## src/rtl/mastermind_pkg.sv

```systemverilog
// Shared types and default sizing for the Mastermind guess path.
package mastermind_pkg;

    localparam int NUM_DIGITS   = 4;
    localparam int DIGIT_W      = 3;
    localparam int NUM_COLORS   = 6;
    localparam int MAX_ATTEMPTS = 10;
    localparam int CNT_W        = 4;

    typedef enum logic [1:0] {
        IDLE,
        ENTRY,
        SUBMIT,
        OVER
    } state_e;

    typedef logic [NUM_DIGITS*DIGIT_W-1:0] guess_t;

endpackage

```

## src/rtl/guess_digit_bank.sv

```systemverilog
// Indexed digit register file; write, clear-one and clear-all.
import mastermind_pkg::*;

module guess_digit_bank #(
    parameter int NUM_DIGITS = mastermind_pkg::NUM_DIGITS,
    parameter int DIGIT_W    = mastermind_pkg::DIGIT_W,
    parameter int IDX_W      = 2
) (
    input  logic                          clk,
    input  logic                          reset,
    input  logic                          wr_en_i,
    input  logic                          clr_one_i,
    input  logic                          clr_all_i,
    input  logic [IDX_W-1:0]              idx_i,
    input  logic [DIGIT_W-1:0]            data_i,
    output logic [NUM_DIGITS*DIGIT_W-1:0] guess_o
);

    logic [DIGIT_W-1:0] dig_q [NUM_DIGITS];

    always_ff @(posedge clk) begin
        if (reset || clr_all_i) begin
            for (int i = 0; i < NUM_DIGITS; i++) begin
                dig_q[i] <= '0;
            end
        end else if (wr_en_i) begin
            dig_q[idx_i] <= data_i;
        end else if (clr_one_i) begin
            dig_q[idx_i] <= '0;
        end
    end

    always_comb begin
        guess_o = '0;
        for (int i = 0; i < NUM_DIGITS; i++) begin
            guess_o[i*DIGIT_W +: DIGIT_W] = dig_q[i];
        end
    end

endmodule

```

## src/rtl/guess_entry.sv

```systemverilog
// Guess collection FSM and attempt counter for the Mastermind machine.
// Define GUESS_BACKSPACE_EN to enable digit deletion with del_pulse.
import mastermind_pkg::*;

module guess_entry #(
    parameter int NUM_DIGITS   = mastermind_pkg::NUM_DIGITS,
    parameter int DIGIT_W      = mastermind_pkg::DIGIT_W,
    parameter int NUM_COLORS   = mastermind_pkg::NUM_COLORS,
    parameter int MAX_ATTEMPTS = mastermind_pkg::MAX_ATTEMPTS,
    parameter int CNT_W        = mastermind_pkg::CNT_W,
    localparam int IDX_W = (NUM_DIGITS > 1) ? $clog2(NUM_DIGITS) : 1
) (
    input  logic                          clk,
    input  logic                          reset,
    input  logic                          clearall,
    input  logic                          restartgame,
    input  logic                          enter_pulse,
    input  logic [DIGIT_W-1:0]            sw_digit,
    input  logic                          del_pulse,
    input  logic                          guess_ready,
    input  logic                          win,
    output logic                          guess_valid,
    output logic [NUM_DIGITS*DIGIT_W-1:0] guess_out,
    output logic [IDX_W-1:0]              digit_idx,
    output logic [CNT_W-1:0]              attempt_cnt,
    output logic                          digit_err,
    output logic                          game_over,
    output logic                          game_won
);

    localparam logic [IDX_W-1:0] LAST_IDX = IDX_W'(NUM_DIGITS - 1);
    localparam logic [CNT_W-1:0] MAX_CNT  = CNT_W'(MAX_ATTEMPTS);
    localparam logic [DIGIT_W:0] NCOL     = (DIGIT_W+1)'(NUM_COLORS);

    state_e             state_q, state_d;
    logic [IDX_W-1:0]   idx_q, idx_d;
    logic [CNT_W-1:0]   cnt_q, cnt_d, cnt_inc;
    logic               valid_q;
    logic               err_q, err_d;
    logic               over_q, over_d;
    logic               won_q, won_d;
    logic               wr_en, clr_one, clr_all;
    logic [IDX_W-1:0]   bank_idx;
    logic               digit_ok;

    assign digit_ok = ({1'b0, sw_digit} < NCOL);
    assign cnt_inc  = cnt_q + 1'b1;

`ifdef GUESS_BACKSPACE_EN
`else
    logic unused_del;
    assign unused_del = del_pulse;
`endif

    always_comb begin
        state_d  = state_q;
        idx_d    = idx_q;
        cnt_d    = cnt_q;
        err_d    = 1'b0;
        over_d   = over_q;
        won_d    = won_q;
        wr_en    = 1'b0;
        clr_one  = 1'b0;
        clr_all  = 1'b0;
        bank_idx = idx_q;
        if (clearall || restartgame) begin
            state_d = restartgame ? ENTRY : IDLE;
            idx_d   = '0;
            cnt_d   = '0;
            over_d  = 1'b0;
            won_d   = 1'b0;
            clr_all = 1'b1;
        end else begin
            unique case (state_q)
                IDLE: begin
                end
                ENTRY: begin
                    if (enter_pulse) begin
                        if (digit_ok) begin
                            wr_en = 1'b1;
                            if (idx_q == LAST_IDX) begin
                                idx_d   = '0;
                                state_d = SUBMIT;
                            end else begin
                                idx_d = idx_q + 1'b1;
                            end
                        end else begin
                            err_d = 1'b1;
                        end
                    end
`ifdef GUESS_BACKSPACE_EN
                    else if (del_pulse && (idx_q != '0)) begin
                        idx_d    = idx_q - 1'b1;
                        bank_idx = idx_q - 1'b1;
                        clr_one  = 1'b1;
                    end
`endif
                end
                SUBMIT: begin
                    if (guess_ready) begin
                        cnt_d = cnt_inc;
                        if (win) begin
                            state_d = OVER;
                            over_d  = 1'b1;
                            won_d   = 1'b1;
                        end else if (cnt_inc == MAX_CNT) begin
                            state_d = OVER;
                            over_d  = 1'b1;
                            won_d   = 1'b0;
                        end else begin
                            state_d = ENTRY;
                            clr_all = 1'b1;
                        end
                    end
                end
                OVER: begin
                end
                default: state_d = IDLE;
            endcase
        end
    end

    always_ff @(posedge clk) begin
        if (reset) begin
            state_q <= IDLE;
            idx_q   <= '0;
            cnt_q   <= '0;
            valid_q <= 1'b0;
            err_q   <= 1'b0;
            over_q  <= 1'b0;
            won_q   <= 1'b0;
        end else begin
            state_q <= state_d;
            idx_q   <= idx_d;
            cnt_q   <= cnt_d;
            valid_q <= (state_d == SUBMIT);
            err_q   <= err_d;
            over_q  <= over_d;
            won_q   <= won_d;
        end
    end

    guess_digit_bank #(
        .NUM_DIGITS (NUM_DIGITS),
        .DIGIT_W    (DIGIT_W),
        .IDX_W      (IDX_W)
    ) u_bank (
        .clk       (clk),
        .reset     (reset),
        .wr_en_i   (wr_en),
        .clr_one_i (clr_one),
        .clr_all_i (clr_all),
        .idx_i     (bank_idx),
        .data_i    (sw_digit),
        .guess_o   (guess_out)
    );

    assign guess_valid = valid_q;
    assign digit_idx   = idx_q;
    assign attempt_cnt = cnt_q;
    assign digit_err   = err_q;
    assign game_over   = over_q;
    assign game_won    = won_q;

endmodule

```

## config.mk

```make
export PLATFORM = sky130hd
export DESIGN_NAME = guess_entry
export DESIGN_NICKNAME = d
export VERILOG_FILES = /design/src/rtl/mastermind_pkg.sv /design/src/rtl/guess_digit_bank.sv /design/src/rtl/guess_entry.sv
export SDC_FILE = /design/constraint.sdc
export NUM_CORES = 1
export LEC_CHECK = 0
export BUFFER_PORTS_ARGS = -buffer_cell sky130_fd_sc_hd__buf_2
export CAP_MARGIN = 10
export CORE_UTILIZATION = 46
export CTS_CLUSTER_SIZE = 14
export DETAILED_ROUTE_END_ITERATION = 6
export PLACE_DENSITY = 0.74
export REMOVE_ABC_BUFFERS = 1
export SYNTH_ARGS = -nofsm -noshare
export SYNTH_HDL_FRONTEND = slang
export SYNTH_SLANG_ARGS = --single-unit
export TNS_END_PERCENT = 5
```

## constraint.sdc

```tcl
create_clock -name clk -period 2 [get_ports clk]
set_input_delay 0.5 -clock clk [delete_from_list [all_inputs] [get_ports clk]]
set_output_delay 0.5 -clock clk [all_outputs]
set_load 0.03 [all_outputs]
```

Word level (Yosys, flattened, before mapping)
Memory sizes are Yosys's and may differ from the RTL's.
Index checks and enable logic that the tools add are counted.
{ "word_totals": {"reg_bits": 12, "ram_bits": 12, "out_inout_bits": 22, "elab_cells": 59, "memories": 1} }
{ "classes": {"n_addsub": 2, "n_lt_le_gt_ge": 1, "n_eq_ne": 5, "n_mux": 32, "bitwise_logic": 2, "n_reduce_logical": 9} }
{ "memory_table": {"columns": ["name", "depth", "width", "rd", "rd_clocked_by_memory_dff", "wr", "line_no", "rtl"], "rows": [
  ["u_bank.dig_q", 4, 3, 4, 0, 4, "guess_digit_bank.sv:19", "logic [DIGIT_W-1:0] dig_q [NUM_DIGITS];"]
]} }
{ "op_table": {"columns": ["operator", "n"], "rows": [
  ["2-to-1 mux 1 bit", 21],
  ["2-to-1 mux 2 bit", 9],
  ["== test 2 bit (second input constant)", 3],
  ["AND reduction 3 bit", 2],
  ["adder 4 x 1 -> 4 bit (second input constant)", 1],
  ["== test 4 bit (second input constant)", 1],
  ["case mux 2 bit (2 select lines)", 1],
  ["OR reduction 4 bit", 1],
  ["less-than comparator 3 bit (second input constant)", 1],
  ["2-to-1 mux 3 bit", 1],
  ["OR reduction 3 bit", 1],
  ["adder 2 x 1 -> 2 bit (second input constant)", 1],
  ["== test 2 x 1 -> 1 bit (second input constant)", 1],
  ["logical OR 1 bit", 2],
  ["NOT 1 bit", 2],
  ["AND reduction 2 bit", 1],
  ["nonzero test 2 bit", 1],
  ["OR reduction 2 bit", 1]
]} }

Logic depth before layout (Yosys ltp)
Gate-level depths: netlist (run 1).
{ "depth": {"ltp_word": 12, "mapped_depth": 7} }

By module
From an unflattened synthesis (run 1), not the netlist that was laid out.
{ "hier_totals": {"hier_cells": 125, "hier_area_um2": 1234.9} }
{ "modules_own_cells": {"columns": ["module", "n_inst", "cells_per_inst", "area_per_inst_um2", "seq_area_each_um2"], "rows": [
  ["guess_entry", 1, 83, 704.4, 240.2],
  ["guess_digit_bank", 1, 42, 530.5, 360.3]
]} }

Least setup slack after synthesis (run 1)
Ideal clock, no wire load.
{ "synth_timing": {"path_type": "reg2reg", "startpoint": "reg cnt_q[1], in the netlist attempt_cnt[1]", "endpoint": "mem u_bank.dig_q[1][0] (enable)", "setup_time_ps": 301, "t_arrival_ps": 1993, "required_time_ps": 1699, "path_slack_ps": -294, "path_stages_with_launch": 8, "period_less_slack_ps": 2294, "path_cell_list": "dfxtp_1 > inv_1 > ha_1 > and4b_1 > a21o_1 > a311oi_4 > buf_6 > a211o_1"} }
{ "synth_lines": {"columns": ["element", "line_no", "rtl"], "rows": [
  ["start: declaration", "guess_entry.sv:37", "logic [CNT_W-1:0] cnt_q, cnt_d, cnt_inc;"],
  ["start signal: assignment", "guess_entry.sv:135", "cnt_q <= cnt_d;"],
  ["end: declaration", "guess_digit_bank.sv:19", null]
]} }

==> summary.txt, run 1 <==
Die
  – Die width: 53.3 um
  – Standard-cell rows: 18
  – Floorplan die height: 53.3 um
  – Std-Cell Core Area: 2480 um^2
  – Effective utilization at floorplan: 48.9%
  – Number of top-level design ports: 33
  – Die footprint: 2840 um^2

Placed design
  – Port-buffer cells: 31
  – Placed cell areas: 1450 um^2
  – Placer Congestion: 0.810
  – Number of placed instances with taps included: 186
  – Post-DP HPWL: 1750 um

Layout
  – Fraction of final layout cells with drive strength greater than 1: 29.4%
  – Number of inserted diodes: 0
  – Finished Layout Cells: 190
  – Final design instance area without fill: 1480 um^2
  – Layout fillers: 242
  – Multi-input gate area: 564 um^2
  – Area added between synthesis and finish: 22.0%
  – Footprint of the flip-flops and latches: 603 um^2
  – Post-layout nets: 177

Drt
  – Number of nets with antenna violations after detailed routing: 0
  – Detail-routed via count per cell: 5.49
  – Routed Wire Length: 2320 um
  – DR vias: 1043
  – 1st-pass router iterations: 4
  – DRC violation count after routing: 0
  – DRC marker count from the first detailed-route iteration: 22
  – Wire per inst: 12.2 um

Clock tree
  – CTS clk-pin slew, worst paths: 130 ps
  – Number of buffers added by the clock tree synthesis step: 3
  – Post-CTS repair timing setup buffer count: 0
  – Hold-fix buffers at CTS: 0
  – Buffer type at the clock tree root: clkbuf_4
  – TritonCTS clock tree: built
  – Clk sinks: 24
  – Clock latency on the worst-skew pair: 310 ps
  – Clock H-tree levels: 1
  – Maximum clock insertion buffer count: 2

Timing
  – Rel. slew slack: 81.8%
  – Unrepaired setup endpoints after global routing: no
  – Min Clock Period, post-route: 1920 ps
  – Max Fclk: 520 MHz
  – Slew Viols, Final: 0
  – Hold Vio Cnt, Final: 0
  – Post-route fraction of the period consumed by the critical path: 96.1%
  – Clock skew: 1.96 ps
  – Number of setup violations in the final report: 0
  – Transition time at the pin with the least slew margin: 269 ps
  – Worst Hold Margin: 353 ps

GRT
  – Vias in the first global route: 898
  – Global routing usage summed across all routing layers: 17.5%
  – Initial antenna violation count: 0
  – Global-route wire length before repair: 3580 um
  – Largest net degree at the start of global routing: 27
  – Overflow after GRT: 0

Critical path
  – Maximum fanout along the worst path: 13
  – Arrival time at the worst endpoint: 1960 ps
  – Category of the worst setup path capture point: register
  – Startpoint types: register
  – Required time reported for the critical path endpoint: 2030 ps
  – Category of the most critical setup path: reg -> reg

Power
  – IR Drop Worst-Case VDD: 315 uV
  – Share of power burned in combinational logic: 10.4%
  – Share of total power in the clock network: 26.1%
  – Register share of total power: 63.5%
  – Static Leakage: 0.626 nW
  – Switching share of power: 24.6%
  – P_int: 0.000627 W
  – PD cells: 563 nW/um^2
  – Power Total: 0.000831 W
  – Sw Pwr: 0.000205 W

Yosys
  – Count of different cell masters after synthesis: 32
  – Top flip-flop cell by instance count after synthesis: edfxtp_1
  – Share of flip-flops with an asynchronous set or reset after synthesis: 0%
  – Post-synth EDFFs: 12
  – Ys Warns: 0
  – Portion of the post-synthesis area used by sequential elements: 49.6%
  – Synth Register Bits: 24
  – Synthesized area per cell: 9.85 um^2
  – Mapped Area: 1210 um^2
  – Post-Synthesis Cells: 123

Min path
  – Tightest Hold Check Type: in -> reg

Run status
  – Run status: finished clean

Run
  – Max capacitance violation total: 0
==> layout make-up <==
class                      instances  share of cell area (%)
clock inverter                     1                   0.254
multi-input combinational         89                    38.2
timing repair buffer              39                    15.7
tap                               30                    2.54
clock buffer                       3                    1.52
inverter                           4                    1.02
sequential                        24                    40.8
==> metal layers <==
layer | GRT usage, % | wire length (um) | vias to the layer above | share of wire (%)
met5 | 0 | 0 | - | 0
met4 | 9.21 | 34 | 0 | 1.5
met3 | 2.59 | 114 | 4 | 4.9
met2 | 31.0 | 1140 | 31 | 49
met1 | 19.9 | 1030 | 482 | 44
li1 | - | - | 526 | -
==> sequential cells by signal, indices dropped and copies added (netlist names) <==
register      cells
digit_idx         2
guess_valid       1
attempt_cnt       4
game_won          1
state_q           2
u_bank.dig_q     12
digit_err         1
game_over         1
==> cells in the mapped netlist (all sizes together), types with 3 or more instances <==
cell,number,share of area [%]
dfxtp,12,20
edfxtp,12,30
nand2,12,3.7
nor2,12,3.7
nor3,10,4.1
o21ai,7,2.9
a21oi,6,2.5
ha,5,5.2
nor4b,5,3.6
and2,4,2.2
clkbuf,4,1.2
inv,4,1.2
nand3,4,1.7
a211o,3,2.2
nor2b,3,1.5
==> worst paths after layout <==
| path | from | depth (start not counted) | end | slack [ps] |
|---|---|---|---|---|
| worst max-delay path | attempt_cnt[0]$_SDFFE_PP0P_ | 6 | u_bank.dig_q[0][1]$_SDFFCE_PN0P_ | 80 |
| worst min-delay path | reset | 2 | state_q[0]$_SDFF_PP0_ | 350 |
| worst max register to register | attempt_cnt[0]$_SDFFE_PP0P_ | 6 | u_bank.dig_q[0][1]$_SDFFCE_PN0P_ | 80 |
| worst min register to register | game_over$_SDFFE_PP0P_ | 2 | game_over$_SDFFE_PP0P_ | 470 |
==> layout by cell type, fill, tap and decap left out <==
master | Yosys | final
a311oi_4 | 1 | 1
and2_1 | 3 | 3
a311o_2 | 1 | 1
dfxtp_1 | 12 | 10
a21o_1 | 2 | 2
a211oi_1 | 1 | 1
nand3_1 | 4 | 4
buf_6 | 1 | 1
buf_12 | 0 | 1
edfxtp_1 | 12 | 12
a31oi_1 | 2 | 2
or3_1 | 1 | 1
dfxtp_2 | 0 | 2
o21ai_0 | 7 | 7
o31a_1 | 1 | 1
nand2_1 | 12 | 12
nand2b_1 | 1 | 1
nor4b_1 | 5 | 5
buf_4 | 0 | 6
nor2_1 | 12 | 12
nor2b_1 | 3 | 3
inv_1 | 4 | 4
o31ai_1 | 1 | 1
clkbuf_4 | 0 | 3
a221oi_1 | 2 | 2
nand4_1 | 1 | 1
and4b_1 | 1 | 1
xnor2_1 | 1 | 1
buf_2 | 1 | 31
clkinv_1 | 0 | 1
a21oi_1 | 6 | 6
xor2_1 | 2 | 2
ha_1 | 5 | 5
and2_2 | 1 | 1
a211o_1 | 3 | 3
nor3_1 | 10 | 10
==> through the flow <==
stage	setup WS (ps)	utilization [%]	TNS, ps
CTS	0.191	59.4	0
detailed placement	15.8	58.3	0
finish	77.1	59.6	0
floorplan	-357	-	-6610
global route	7.85	59.6	0
global placement	59.1	58.3	0
==> critical path, cell delays in order (launching register included) <==
cell and delay, ps:
dfxtp_2 370, ha_1 220, and2_1 180, a21o_1 230, a311oi_4 300, buf_6 190, a211o_1 170
==> kinds of logic (layout without fill, tap and decap cells) <==
kind of cell,after synthesis,count (layout),synth area share (%)
and+or+nand+nor,54,54,22.9
DFF,24,24,49.6
xor gates and xnor gates,3,3,2.17
adders and majority gates,5,5,5.17
AOI/OAI and AO/OA,27,27,16.3
buffers and inverters,10,47,3.82
==> power by group through the flow <==
stage	Sequential [W]	Clock [W]	Combinational (W)
final	0.000528	0.000217	0.0000867
after global placement	0.000538	0	0.0000838
after floorplan	0.000559	0	0.0000316
after detailed placement	0.000539	0	0.0000866
after CTS	0.000528	0.000225	0.0000868
after global routing	0.000529	0.000232	0.0000940
==> timing repair <==
item	in CTS	in global routing
setup endpoints to repair	0	16
hold endpoints to repair	0	0
gates resized for setup	0	3
(Power assumes the default switching activity.)
==> run 2: changes to the inputs <==
- GPL_TIMING_DRIVEN: not set -> 0
==> run 2 against run 1 <==
Sequential power about the same; combinational power fell by 2.3%; critical endpoint is now u_bank.dig_q[3][2]$_DFFE_PP_; sequential share of layout area grew 0.69 points; critical path type unchanged; clock power decreased by 2%.
==> summary.txt, run 2 (synthesized netlist as in run 1, its figures left out) <==
Timing
  – Post-route fraction of the period consumed by the critical path: 95.6% (was 96.1%)
  – Worst Hold Margin: 353 ps (about the same)
  – Min Clock Period, post-route: 1910 ps (was 1920 ps)
  – Transition time at the pin with the least slew margin: 880 ps (was 269 ps)
  – Hold Vio Cnt, Final: 0 (unchanged)
  – Slew Viols, Final: 0 (unchanged)
  – Crit path setup slack, layout: 87.1 ps (was 77.1 ps)
  – Max Fclk: 523 MHz (was 520 MHz)
  – Sum of negative setup slack: 0 ps (unchanged)
  – Unrepaired setup endpoints after global routing: no (unchanged)
  – Number of setup violations in the final report: 0 (unchanged)
  – Clock skew: 2.69 ps (was 1.96 ps)
  – Rel. slew slack: 41.3% (was 81.8%)

Clock tree
  – TritonCTS clock tree: built (unchanged)
  – Clock H-tree levels: 1 (unchanged)
  – Buffer type at the clock tree root: clkbuf_4 (unchanged)
  – Clock latency on the worst-skew pair: 310 ps (about the same)
  – Hold-fix buffers at CTS: 0 (unchanged)
  – Maximum clock insertion buffer count: 2 (unchanged)
  – Clk sinks: 24 (unchanged)
  – Number of buffers added by the clock tree synthesis step: 3 (unchanged)
  – CTS clk-pin slew, worst paths: 130 ps (about the same)

Critical path
  – Critical R2R Launch: attempt_cnt[1]$_SDFFE_PP0P_ (was attempt_cnt[0]$_SDFFE_PP0P_)
  – Launching instance or port of the critical path: attempt_cnt[1]$_SDFFE_PP0P_ (was attempt_cnt[0]$_SDFFE_PP0P_)
  – Register-to-register setup slack: 90 ps (was 80 ps)
  – Maximum fanout along the worst path: 13 (unchanged)
  – Required time reported for the critical path endpoint: 2070 ps (was 2030 ps)
  – Startpoint types: register (unchanged)
  – Category of the worst setup path capture point: register (unchanged)
  – Category of the most critical setup path: reg -> reg (unchanged)
  – Arrival time at the worst endpoint: 1990 ps (was 1960 ps)

Run status
  – Run status: finished clean (unchanged)

Die
  – Standard-cell rows: 18 (unchanged)
  – Floorplan die height: 53.3 um (unchanged)
  – Effective utilization at floorplan: 48.9% (unchanged)
  – Std-Cell Core Area: 2480 um^2 (unchanged)
  – Die width: 53.3 um (unchanged)
  – Number of top-level design ports: 33 (unchanged)
  – Die footprint: 2840 um^2 (unchanged)

Drt
  – DR vias: 1053 (was 1043)
  – Detail-routed via count per cell: 5.66 (was 5.49)
  – 1st-pass router iterations: 4 (unchanged)
  – Number of nets with antenna violations after detailed routing: 0 (unchanged)
  – Wire per inst: 12.9 um (was 12.2 um)
  – DRC marker count from the first detailed-route iteration: 25 (was 22)
  – DRC violation count after routing: 0 (unchanged)
  – Routed Wire Length: 2410 um (was 2320 um)

GRT
  – Global routing usage summed across all routing layers: 18.0% (was 17.5%)
  – Largest net degree at the start of global routing: 27 (unchanged)
  – Initial antenna violation count: 0 (unchanged)
  – Global-route wire length before repair: 3680 um (was 3580 um)
  – Overflow after GRT: 0 (unchanged)
  – Vias in the first global route: 872 (was 898)

Placed design
  – Post-Place Setup Slack: -340 ps (was 15.8 ps)
  – Placed cell areas: 1370 um^2 (was 1450 um^2)
  – Port-buffer cells: 31 (unchanged)
  – Placer Congestion: 0.797 (was 0.810)
  – Post-DP HPWL: 1710 um (was 1750 um)

Layout
  – Fraction of final layout cells with drive strength greater than 1: 29.5% (was 29.4%)
  – Most common cell after layout, fill and taps aside: buf_2 (unchanged)
  – Max reg flops: 12 (unchanged)
  – Register containing the most flip-flops in the final layout: u_bank.dig_q (unchanged)
  – Post-layout nets: 173 (was 177)
  – Number of inserted diodes: 0 (unchanged)
  – Final design instance area without fill: 1470 um^2 (was 1480 um^2)
  – Area added between synthesis and finish: 21.0% (was 22.0%)
  – Highest-count cells in the layout ignoring fill and taps: buf_2, nand2_1, edfxtp_1 (was buf_2, nand2_1, nor2_1, edfxtp_1)

Min path
  – Tightest Hold Check Type: in -> reg (unchanged)
  – Worst hold path startpoint: reset (unchanged)

Run
  – Max capacitance violation total: 0 (unchanged)

Power
  – Static Leakage: 0.603 nW (was 0.626 nW)
  – IR Drop Worst-Case VDD: 508 uV (was 315 uV)
  – PD cells: 562 nW/um^2 (was 563 nW/um^2)
  – Power Total: 0.000823 W (was 0.000831 W)
run 2: changes by cell type in the layout (fill, tap and decap cells not counted), sizes merged:
| cell | previous run | this run |
|---|---|---|
| buf | 39 | 35 |
run 2: metal layers:
layer	global-route usage, %	routed length (um)	part of all wire (%)	vias to the layer above
met2	32.1	1190	49	38
li1	-	-	-	519
met4	8.33	15	0.62	0
met3	2.59	114	4.7	2
met1	20.6	1090	45	494
met5	0	0	0	-
run 2: final cells by class:
class / count / area, um^2
fill: 235 / 1010
sequential: 24 / 608
tap: 30 / 37.5
clock inverter: 1 / 3.75
inverter: 4 / 15.0
clock buffer: 3 / 22.5
multi-input combinational: 89 / 581
timing repair buffer: 35 / 198
run 2: metrics by stage:
stage / instances / util, %
6_report: 186 / 59.1
5_1_grt: 186 / 59.1
4_1_cts: 186 / 58.4
3_5_place_dp: 178 / 55.4
3_3_place_gp: 178 / 55.4
2_1_floorplan: 117 / -
run 2: critical path, stage by stage, from the launching register on:
cell and delay (ps):
dfxtp_4 390, inv_1 60, ha_2 210, and4b_1 230, a21o_1 180, a311oi_4 50
buf_12 170, a311o_2 390
run 2: path summary, 6_finish.rpt:
path                             endpoint  cells past startpoint
max reg2reg  u_bank.dig_q[3][2]$_DFFE_PP_                      7
max          u_bank.dig_q[3][2]$_DFFE_PP_                      7
min reg2reg        game_over$_SDFFE_PP0P_                      2
min                 state_q[0]$_SDFF_PP0_                      2
run 2: timing repair:
item	in CTS	in global routing
resized for setup	3	5
endpoints found under the setup margin	24	20
endpoints found under the hold margin	0	0
pin swaps	1	4
setup buffers	4	0
run 2: power breakdown:
part	internal, W	switching [W]	leakage, nW	total (W)
registers	0.000522	0.00000347	0.239	0.000525
logic	0.0000261	0.0000586	0.349	0.0000847
clock network	0.0000728	0.000141	0.0154	0.000213
==> run 3: changes to the inputs <==
- BUFFER_PORTS_ARGS: -buffer_cell sky130_fd_sc_hd__buf_2 -> not set
- CORE_UTILIZATION: 46 -> 58
- CTS_BUF_LIST: not set -> sky130_fd_sc_hd__clkbuf_8
- DONT_BUFFER_PORTS: not set -> 1
- PLACE_DENSITY: 0.74 -> 0.76
==> run 3 against run 2 <==
Sequential power up 4.0%; via count down 11%; first-iteration DRC count fell by 36%; routed wire length fell by 6.3%; design area decreased by 9.2%; non-clock buffer count decreased by 31; combinational power shrank 51%; core utilization increased by 8.7 points; clock skew increased by 7.2 ps; worst setup slack worse by 45 ps; largest cell class unchanged.
==> summary.txt, run 3 (synthesized netlist as in run 1, its figures left out) <==
Run status
  – Run status: finished clean (unchanged)

Drt
  – DRC violation count after routing: 0 (unchanged)
  – Detail-routed via count per cell: 6.18 (was 5.66)
  – Routed Wire Length: 2250 um (was 2410 um)
  – 1st-pass router iterations: 4 (unchanged)
  – DR vias: 939 (was 1053)
  – DRC marker count from the first detailed-route iteration: 16 (was 25)
  – Number of nets with antenna violations after detailed routing: 0 (unchanged)
  – Wire per inst: 14.8 um (was 12.9 um)

Die
  – Die footprint: 2270 um^2 (was 2840 um^2)
  – Number of top-level design ports: 33 (unchanged)
  – Floorplan die height: 47.7 um (was 53.3 um)
  – Std-Cell Core Area: 1960 um^2 (was 2480 um^2)
  – Effective utilization at floorplan: 61.7% (was 48.9%)
  – Standard-cell rows: 16 (was 18)
  – Die width: 47.7 um (was 53.3 um)

Critical path
  – Worst stage delay on the critical path: 410 ps (was 390 ps)
  – Maximum fanout along the worst path: 11 (was 13)
  – Critical path's slowest cell: dfxtp_4 (unchanged)
  – Arrival time at the worst endpoint: 1930 ps (was 1990 ps)
  – Category of the worst setup path capture point: register (unchanged)
  – Cell family with most CP delay: compound AO/OA/AOI/OAI gates (unchanged)
  – Startpoint types: register (unchanged)
  – Buf+Inv Stages, Crit Path: 2 (unchanged)
  – Required time reported for the critical path endpoint: 1970 ps (was 2070 ps)
  – Category of the most critical setup path: reg -> reg (unchanged)
  – List of cells traversed by the critical path: ha_2 -> and2_1 -> a21o_1 -> a311oi_4 -> buf_6 -> buf_4 -> nor3_1 (was inv_1 -> ha_2 -> and4b_1 -> a21o_1 -> a311oi_4 -> buf_12 -> a311o_2)

Layout
  – Max reg flops: 12 (unchanged)
  – Register containing the most flip-flops in the final layout: u_bank.dig_q (unchanged)
  – Post-layout nets: 142 (was 173)
  – Finished Layout Cells: 152 (was 186)
  – Final cell utilization of the core: 67.8% (was 59.1%)
  – Number of inserted diodes: 0 (unchanged)
  – Area added between synthesis and finish: 9.81% (was 21.0%)
  – Highest-count cells in the layout ignoring fill and taps: nand2_1, edfxtp_1, nor2_1 (was buf_2, nand2_1, edfxtp_1)
  – Fraction of final layout cells with drive strength greater than 1: 14.4% (was 29.5%)

Placed design
  – Port-buffer cells: 0 (was 31)
  – Number of placed instances with taps included: 144 (was 178)
  – Placer Congestion: 0.791 (was 0.797)
  – Post-DP HPWL: 1550 um (was 1710 um)
  – Post-Place Setup Slack: -582 ps (was -340 ps)

Timing
  – Transition time at the pin with the least slew margin: 893 ps (was 880 ps)
  – Number of setup violations in the final report: 0 (unchanged)
  – Post-route fraction of the period consumed by the critical path: 97.9% (was 95.6%)
  – Unrepaired setup endpoints after global routing: yes (was no)
  – Max Fclk: 511 MHz (was 523 MHz)
  – Slew Viols, Final: 0 (unchanged)
  – Hold Vio Cnt, Final: 0 (unchanged)
  – Clock skew: 9.88 ps (was 2.69 ps)
  – Crit path setup slack, layout: 42.3 ps (was 87.1 ps)
  – Min Clock Period, post-route: 1960 ps (was 1910 ps)
  – Sum of negative setup slack: 0 ps (unchanged)
  – Rel. slew slack: 40.5% (was 41.3%)

GRT
  – Global routing usage summed across all routing layers: 21.4% (was 18.0%)
  – Initial antenna violation count: 0 (unchanged)
  – Vias in the first global route: 863 (was 872)
  – Overflow after GRT: 0 (unchanged)
  – Global-route wire length before repair: 3430 um (was 3680 um)
  – Largest net degree at the start of global routing: 27 (unchanged)

Clock tree
  – Maximum clock insertion buffer count: 2 (unchanged)
  – Number of buffers added by the clock tree synthesis step: 3 (unchanged)
  – Clock H-tree levels: 1 (unchanged)
  – Clock latency on the worst-skew pair: 260 ps (was 310 ps)
  – Buffer type at the clock tree root: clkbuf_8 (was clkbuf_4)
  – TritonCTS clock tree: built (unchanged)
  – CTS clk-pin slew, worst paths: 90 ps (was 130 ps)
  – Clk sinks: 24 (unchanged)
  – Hold-fix buffers at CTS: 0 (unchanged)

Power
  – Switching share of power: 22.5% (was 24.6%)
  – Sw Pwr: 0.000196 W (was 0.000203 W)
  – P_int: 0.000673 W (was 0.000621 W)
  – Register share of total power: 62.9% (was 63.8%)
  – IR Drop Worst-Case VDD: 350 uV (was 508 uV)
  – Static Leakage: 0.453 nW (was 0.603 nW)
  – Share of power burned in combinational logic: 4.8% (was 10.3%)
  – Share of total power in the clock network: 32.3% (was 25.9%)
  – PD cells: 653 nW/um^2 (was 562 nW/um^2)

Run
  – Max capacitance violation total: 0 (unchanged)

Min path
  – Tightest Hold Check Type: in -> reg (unchanged)
==> run 3: power by group through the flow <==
stage / sequential, W / clock, W / combinational (W)
3_5_place_dp: 0.000561 / 0 / 0.0000389
2_1_floorplan: 0.000559 / 0 / 0.0000316
4_1_cts: 0.000546 / 0.000284 / 0.0000397
6_report: 0.000546 / 0.000280 / 0.0000419
3_3_place_gp: 0.000560 / 0 / 0.0000369
5_1_grt: 0.000548 / 0.000305 / 0.0000465
==> run 3: worst paths after layout <==
kind,from,to,slack [ps],cells after the start
max,attempt_cnt[0]$_SDFFE_PP0P_,u_bank.dig_q[2][0]$_SDFFCE_PN0P_,40,7
min,reset,state_q[0]$_SDFF_PP0_,300,1
max reg2reg,attempt_cnt[0]$_SDFFE_PP0P_,u_bank.dig_q[2][0]$_SDFFCE_PN0P_,40,7
min reg2reg,attempt_cnt[1]$_SDFFE_PP0P_,attempt_cnt[1]$_SDFFE_PP0P_,610,2
==> run 3: area by class of cell <==
cell class | instances | area (um^2)
clock inverters | 1 | 3.75
fillers | 177 | 632
repair buffers | 4 | 33.8
inverters | 4 | 15.0
clock buffers | 3 | 41.3
multi-input cells | 89 | 593
flip-flops and latches | 24 | 609
well taps | 27 | 33.8
==> run 3: worst register-to-register path, delay by kind of cell (launching register included) <==
kind                     cells  cell delay, ps
AO/OA/AOI/OAI                2             530
adder cells (fa/ha/maj)      1             210
buffers and inverters        2             310
flip-flops                   1             410
AND/OR/NAND/NOR              2             220
==> run 3: timing repair <==
item	CTS	global route
cloned	0	0
gates resized for setup	7	6
pin swaps	1	0
endpoints found under the setup margin	24	22
setup buffers	4	0
==> run 3: metrics by stage <==
step | cell area (um^2) | hold WS [ps] | total power (W)
2_1_floorplan | 1180 | 563 | 0.000591
3_3_place_gp | 1210 | 573 | 0.000597
3_5_place_dp | 1210 | 577 | 0.000600
4_1_cts | 1310 | 298 | 0.000870
5_1_grt | 1330 | 298 | 0.000900
6_report | 1330 | 296 | 0.000869
==> run 3: routing by layer <==
metal	global-route usage, %	up-vias	wire (um)
met3	3.40	2	121
met4	11.7	0	11
met5	0	-	0
met1	25.8	440	964
li1	-	457	-
met2	36.2	40	1160
